**config.mk**
```make
export PLATFORM = sky130hd
export DESIGN_NAME = interrupt_acknowledge_control
export DESIGN_NICKNAME = d
export VERILOG_FILES = /design/src/rtl/interrupt_acknowledge_control_pkg.sv /design/src/rtl/interrupt_acknowledge_control_priority_resolver.sv /design/src/rtl/interrupt_acknowledge_control.sv
export SDC_FILE = /design/constraint.sdc
export NUM_CORES = 1
export LEC_CHECK = 0
export BUFFER_PORTS_ARGS = -buffer_cell sky130_fd_sc_hd__clkbuf_2
export CORE_ASPECT_RATIO = 0.9
export CORE_MARGIN = 4
export CORE_UTILIZATION = 35
export DETAILED_ROUTE_END_ITERATION = 7
export PLACE_DENSITY = 0.64
export SLEW_MARGIN = 20
export SYNTH_ARGS = -nofsm -noshare
export SYNTH_HDL_FRONTEND = slang
export SYNTH_SLANG_ARGS = --single-unit
```
**constraint.sdc**
```tcl
create_clock -name clock -period 6.55 [get_ports clock]
set_clock_uncertainty 0.2 [all_clocks]
set_input_delay 0.655 -clock clock [delete_from_list [all_inputs] [get_ports clock]]
set_output_delay 0.655 -clock clock [all_outputs]
set_load 0.01 [all_outputs]
```
**src/rtl/interrupt_acknowledge_control_pkg.sv**
```systemverilog
// Shared definitions for the interrupt acknowledge controller:
// acknowledge-cycle state encoding, IR count and the spurious level.
package interrupt_acknowledge_control_pkg;

    // Number of interrupt request lines handled by the controller.
    localparam int unsigned IR_COUNT = 8;

    // Width of an IR level index.
    localparam int unsigned LEVEL_WIDTH = 3;

    // Level reported in the vector when the first INTA finds nothing to serve.
    localparam logic [LEVEL_WIDTH-1:0] SPURIOUS_INDEX = 3'd7;

    // Acknowledge handshake states.
    typedef enum logic [2:0] {
        IDLE,
        INT_PENDING,
        ACK1,
        WAIT2,
        ACK2
    } ack_state_t;

    // One-hot mask selecting a single IR level.
    function automatic logic [IR_COUNT-1:0] level_onehot(input logic [LEVEL_WIDTH-1:0] level);
        logic [IR_COUNT-1:0] mask;
        mask        = '0;
        mask[level] = 1'b1;
        return mask;
    endfunction

endpackage

```
**src/rtl/interrupt_acknowledge_control_priority_resolver.sv**
```systemverilog
// Lowest-set-bit finder: IR0 has the highest priority.
// valid is low when no request bit is set; index is then 0.
module priority_resolver
    import interrupt_acknowledge_control_pkg::*;
(
    input  logic [IR_COUNT-1:0]    request,
    output logic                   valid,
    output logic [LEVEL_WIDTH-1:0] index
);

    // Scan upwards and keep the first set bit found.
    always_comb begin
        valid = 1'b0;
        index = '0;
        for (int unsigned i = 0; i < IR_COUNT; i++) begin
            if (request[i] && !valid) begin
                valid = 1'b1;
                index = LEVEL_WIDTH'(i);
            end
        end
    end

endmodule

```
**src/rtl/interrupt_acknowledge_control.sv**
```systemverilog
// Interrupt acknowledge controller: raises INT for the highest-priority
// unmasked request that may nest above the current in-service level, runs
// the two-pulse INTA handshake, maintains the in-service register and
// drives the vector during the second acknowledge pulse.
module interrupt_acknowledge_control
    import interrupt_acknowledge_control_pkg::*;
(
    input  logic                   clock,
    input  logic                   reset_n,
    input  logic                   write_initial_command_word_1_reset,
    input  logic [IR_COUNT-1:0]    interrupt_request_register,
    input  logic [IR_COUNT-1:0]    interrupt_mask,
    input  logic [4:0]             interrupt_vector_base,
    input  logic                   auto_end_of_interrupt_config,
    input  logic                   end_of_interrupt,
    input  logic                   interrupt_acknowledge_n,
    output logic                   interrupt_to_cpu,
    output logic                   freeze,
    output logic [IR_COUNT-1:0]    clear_interrupt_request,
    output logic [IR_COUNT-1:0]    in_service_register,
    output logic [7:0]             vector_out,
    output logic                   vector_out_enable
);

    ack_state_t                state;
    logic [LEVEL_WIDTH-1:0]    latched_level;
    logic                      latched_spurious;

    logic [IR_COUNT-1:0]       eligible;
    logic                      candidate_valid;
    logic [LEVEL_WIDTH-1:0]    candidate_index;
    logic                      isr_valid;
    logic [LEVEL_WIDTH-1:0]    isr_index;
    logic                      serviceable;
    logic [IR_COUNT-1:0]       isr_after_eoi;

    // Unmasked pending requests.
    always_comb begin
        eligible = interrupt_request_register & ~interrupt_mask;
    end

    priority_resolver u_candidate_resolver (
        .request (eligible),
        .valid   (candidate_valid),
        .index   (candidate_index)
    );

    priority_resolver u_isr_resolver (
        .request (in_service_register),
        .valid   (isr_valid),
        .index   (isr_index)
    );

    // Fully nested: a candidate only counts if it outranks every level in service.
    always_comb begin
        serviceable = candidate_valid && (!isr_valid || (candidate_index < isr_index));
    end

    // ISR with a non-specific EOI applied to the highest level in service;
    // the FSM layers any set/auto-clear for this edge on top of it.
    always_comb begin
        isr_after_eoi = in_service_register;
        if (end_of_interrupt && isr_valid) begin
            isr_after_eoi[isr_index] = 1'b0;
        end
    end

    // Acknowledge handshake, ISR maintenance and all registered outputs.
    always_ff @(posedge clock or negedge reset_n) begin
        if (!reset_n) begin
            state                   <= IDLE;
            interrupt_to_cpu        <= 1'b0;
            freeze                  <= 1'b0;
            clear_interrupt_request <= '0;
            in_service_register     <= '0;
            vector_out              <= '0;
            vector_out_enable       <= 1'b0;
            latched_level           <= '0;
            latched_spurious        <= 1'b0;
        end else if (write_initial_command_word_1_reset) begin
            state                   <= IDLE;
            interrupt_to_cpu        <= 1'b0;
            freeze                  <= 1'b0;
            clear_interrupt_request <= '0;
            in_service_register     <= '0;
            vector_out              <= '0;
            vector_out_enable       <= 1'b0;
            latched_level           <= '0;
            latched_spurious        <= 1'b0;
        end else begin
            clear_interrupt_request <= '0;
            in_service_register     <= isr_after_eoi;

            unique case (state)
                IDLE: begin
                    // INTA while idle is deliberately ignored.
                    if (serviceable) begin
                        state            <= INT_PENDING;
                        interrupt_to_cpu <= 1'b1;
                    end
                end

                INT_PENDING: begin
                    if (!interrupt_acknowledge_n) begin
                        state            <= ACK1;
                        interrupt_to_cpu <= 1'b0;
                        freeze           <= 1'b1;
                        if (serviceable) begin
                            latched_level           <= candidate_index;
                            latched_spurious        <= 1'b0;
                            in_service_register     <= isr_after_eoi | level_onehot(candidate_index);
                            clear_interrupt_request <= level_onehot(candidate_index);
                        end else begin
                            latched_level    <= SPURIOUS_INDEX;
                            latched_spurious <= 1'b1;
                        end
                    end else if (!serviceable) begin
                        state            <= IDLE;
                        interrupt_to_cpu <= 1'b0;
                    end
                end

                ACK1: begin
                    if (interrupt_acknowledge_n) begin
                        state <= WAIT2;
                    end
                end

                WAIT2: begin
                    if (!interrupt_acknowledge_n) begin
                        state             <= ACK2;
                        vector_out        <= {interrupt_vector_base, latched_level};
                        vector_out_enable <= 1'b1;
                    end
                end

                ACK2: begin
                    if (interrupt_acknowledge_n) begin
                        state             <= IDLE;
                        freeze            <= 1'b0;
                        vector_out        <= '0;
                        vector_out_enable <= 1'b0;
                        if (auto_end_of_interrupt_config && !latched_spurious) begin
                            in_service_register <= isr_after_eoi & ~level_onehot(latched_level);
                        end
                    end
                end

                default: begin
                    state <= IDLE;
                end
            endcase
        end
    end

endmodule

```
==> results.py <==
metrics = {
    "status": {
        "status": "finished clean",
    },
    "floorplanning": {
        "dieWidth_um": 82.9,
        "core_mm2": 0.00486,
        "num_rows": 24,
        "die-area_mm2": 0.00625,
        "start_util_pct": 36.3,
        "io_pins": 54,
        "dieHeight_um": 75.4,
    },
    "clock_network": {
        "cts.clk_slew.worst_paths_ns": 0.07,
        "cts_htree_levels": 2,
        "cts_resized": 0,
        "cts_hold_buf": 0,
        "cts_setup_buffers": 0,
        "clk_latency_ns": 0.29,
        "cts_root_buffer": "clkbuf_8",
        "ctsLongestPathBuffers": 2,
        "numClockSinks": 34,
        "numCtsBuffers": 5,
        "cts_tree": "built",
    },
    "logic_synthesis": {
        "synthArstFlopShare_pct": 100,
        "netlist.area_leader.share_pct": 48.2,
        "synth.avg_cell_area_um2": 9.49,
        "synth_top_area_cell": "dfrtp_1",
        "synth.distinct_cells": 46,
        "synth_area_leaders": "dfrtp_1 (48%), nor2_1 (5.1%), a22o_1 (4.0%)",
        "synth-seq-cells": 34,
        "yosysWarnings": 0,
        "ys_seq_area_share_pct": 48.2,
        "synthesis.area_mm2": 0.00177,
        "synth_cells": 186,
        "ys.flop_type": "dfrtp_1",
        "synth_edf_count": 0,
        "synth_fp_nets": 214,
    },
    "critical_path": {
        "reg2reg_from": "in_service_register[0]$_DFF_PN0_",
        "cp_data_arrival_time_ns": 3.23,
        "start_kind": "primary input",
        "r2r_slack_ns": 3.57,
        "cpMaxStageDelayCell": "nor4_1",
        "cp.depth": 11,
        "max_stage_delay_ns": 0.67,
        "worstPathMaxFanout": 9,
        "path_class": "in2reg",
        "endpoint": "latched_level[0]$_DFFE_PN0P_",
        "path_delay_family": "simple AND/OR/NAND/NOR gates",
        "r2r_cells": 8,
        "startpoint": "interrupt_request_register[0]",
        "path_buf_inv": 2,
        "critPathCaptureType": "flip-flop",
        "crit_top_cell": "nand2_1",
        "crit_required_ns": 6.52,
        "crit_chain": "clkbuf_2 -> nor2b_1 -> nor4_1 -> nand2_1 -> inv_1 -> ha_1 -> and3_1 -> o211ai_1 -> nand2_1 -> a211o_1 -> o41a_1",
        "rr_endpoint": "latched_level[0]$_DFFE_PN0P_",
    },
    "sta": {
        "fmax_ghz": 0.306,
        "final_max_slew_viol_count": 0,
        "tightest_slew_ns": 0.977,
        "rsz0062_at_grt": "no",
        "layout_min_cycle_time_ns": 3.27,
        "hold_viol": 0,
        "tns_ns": 0,
        "slew_headroom_pct": 34.4,
        "post-route-period-util_pct": 49.9,
        "finalSetupViolCount": 0,
    },
    "routing": {
        "viasPerCell": 5.28,
        "drc": 0,
        "vias": 1610,
        "drt-wirelength-per-cell_um": 14.0,
        "drtIter0Drc": 162,
        "ant_nets": 0,
        "dr.pass1.iters": 4,
        "postRouteWirelength_um": 4280,
    },
    "pwr": {
        "power_density_mw_per_mm2": 239,
        "finalPower_mw": 0.527,
        "p_leak_nw": 1.09,
        "swShare_pct": 29.0,
        "seqPwrFrac_pct": 44.9,
        "intPower_mw": 0.374,
        "combPwrFrac_pct": 18.5,
        "clkPwrFrac_pct": 36.6,
        "ir_worst_vdd_mv": 0.0968,
        "p_sw_mw": 0.153,
    },
    "cells_and_area": {
        "post-route-util_pct": 45.2,
        "fin_cells": 305,
        "multi_input_area_um2": 866,
        "layout.area.seq_um2": 851,
        "antenna_cells": 0,
        "nFillCells": 519,
        "layout.nets": 267,
        "drive_gt1_share_pct": 28.3,
        "area_growth_syn_to_layout_pct": 24.6,
    },
    "place": {
        "gp_congestion": 0.894,
        "io_buffers": 53,
        "dp_cells": 297,
        "dp_hpwl_um": 3220,
    },
    "grt": {
        "grt_pass1_vias": 1667,
        "overflow": 0,
        "track_usage_pct": 15.4,
        "grt_max_degree": 35,
        "grt_pass1_wl_um": 7810,
        "antenna_found_initial": 0,
    },
    "flow_run": {
        "maxCapViolations": 0,
    },
    "hold_path": {
        "min_path_type": "in2async",
    },
}
through the flow:
stage               hold WS [ns]  area [µm²]  setup slack (ns)
global placement           0.260        2090              3.13
global route               0.318        2200              2.97
CTS                        0.283        2200              3.29
floorplan                  0.159        1770              3.45
detailed placement         0.266        2090              2.97
finish                     0.257        2200              3.28
synth_stat cells (5+ instances only):
library cell,instances
nor2_1,24
a21oi_1,5
nor3_1,9
inv_1,6
a22o_1,8
clkbuf_1,5
nand2b_1,8
o21ai_0,8
nand3_1,8
nor2b_1,9
dfrtp_1,34
nand2_1,9
routing by layer:
layer / share of wire (%) / GRT usage [%] / up-vias
met5: 0 / 0 / -
met4: 1.8 / 5.81 / 0
met3: 8.2 / 3.89 / 10
met2: 43 / 24.1 / 72
met1: 47 / 21.1 / 735
li1: - / - / 793
power by group through the flow:
stage / sequential, mW / clock [mW] / combinational [mW]
2_1_floorplan: 0.235 / 0 / 0.0665
3_3_place_gp: 0.240 / 0 / 0.0966
3_5_place_dp: 0.240 / 0 / 0.0967
4_1_cts: 0.236 / 0.198 / 0.0975
5_1_grt: 0.239 / 0.208 / 0.111
6_report: 0.236 / 0.193 / 0.0972
worst register-to-register path, stage by stage (launching register included):
cell and delay (ns):
dfrtp_1 0.44, or4_4 0.60, a21o_1 0.19, ha_1 0.29
and3_1 0.15, o211ai_1 0.10, nand2_1 0.11, a211o_1 0.43
o41a_1 0.35
sequential cells by signal (all words and copies together) (netlist names):
register and cells:
clear_interrupt_request 8, in_service_register 8, vector_out 8, latched_level 3, state 3, freeze 1
interrupt_to_cpu 1, latched_spurious 1, vector_out_enable 1
cells by family after synthesis:
| group | count (synthesis) | synth area share [%] |
|---|---|---|
| buffers and inverters | 13 | 2.76 |
| adders and majority gates | 1 | 0.709 |
| xor gates and xnor gates | 1 | 0.496 |
| DFF | 34 | 48.2 |
| AOI/OAI and AO/OA | 50 | 21.3 |
| and+or+nand+nor | 87 | 26.6 |
area by class of cell:
type | count | area share, %
tap | 65 | 3.70
clock buffer | 5 | 3.13
sequential | 34 | 38.7
multi-input combinational | 139 | 39.4
timing repair buffer | 53 | 12.1
clock inverter | 3 | 2.05
inverter | 6 | 1.02
cell usage in the layout, fill, tap and decap left out, drive strengths merged, types with 2 or more instances in the layout:
cell type | synthesis | routed
inv | 6 | 6
nor3 | 9 | 9
a21o | 2 | 2
o22ai | 3 | 3
or4 | 2 | 2
a221o | 3 | 3
nor4 | 4 | 4
a22o | 8 | 8
and3 | 2 | 2
o21bai | 2 | 2
nand3 | 8 | 8
and2 | 4 | 4
nor2b | 9 | 9
o21ai | 10 | 10
nand3b | 2 | 2
a41o | 3 | 3
or2 | 2 | 2
nand2 | 9 | 9
nand2b | 8 | 8
clkinvlp | 0 | 2
a21oi | 5 | 5
a211oi | 2 | 2
o311ai | 2 | 2
clkbuf | 5 | 58
nor2 | 24 | 24
dfrtp | 34 | 34
worst min-delay path by stage:
stage	startpoint	to	depth (start not counted)
floorplan	reset_n	clear_interrupt_request[0]$_DFF_PN0_	0
detailed placement	vector_out_enable$_DFFE_PN0P_	vector_out_enable$_DFFE_PN0P_	1
global route	vector_out_enable$_DFFE_PN0P_	vector_out_enable$_DFFE_PN0P_	1
CTS	vector_out_enable$_DFFE_PN0P_	vector_out_enable$_DFFE_PN0P_	1
finish	reset_n	state[1]$_DFFE_PN0P_	1
global placement	vector_out_enable$_DFFE_PN0P_	vector_out_enable$_DFFE_PN0P_	1
No activity file was read; power rests on OpenSTA's default activity.
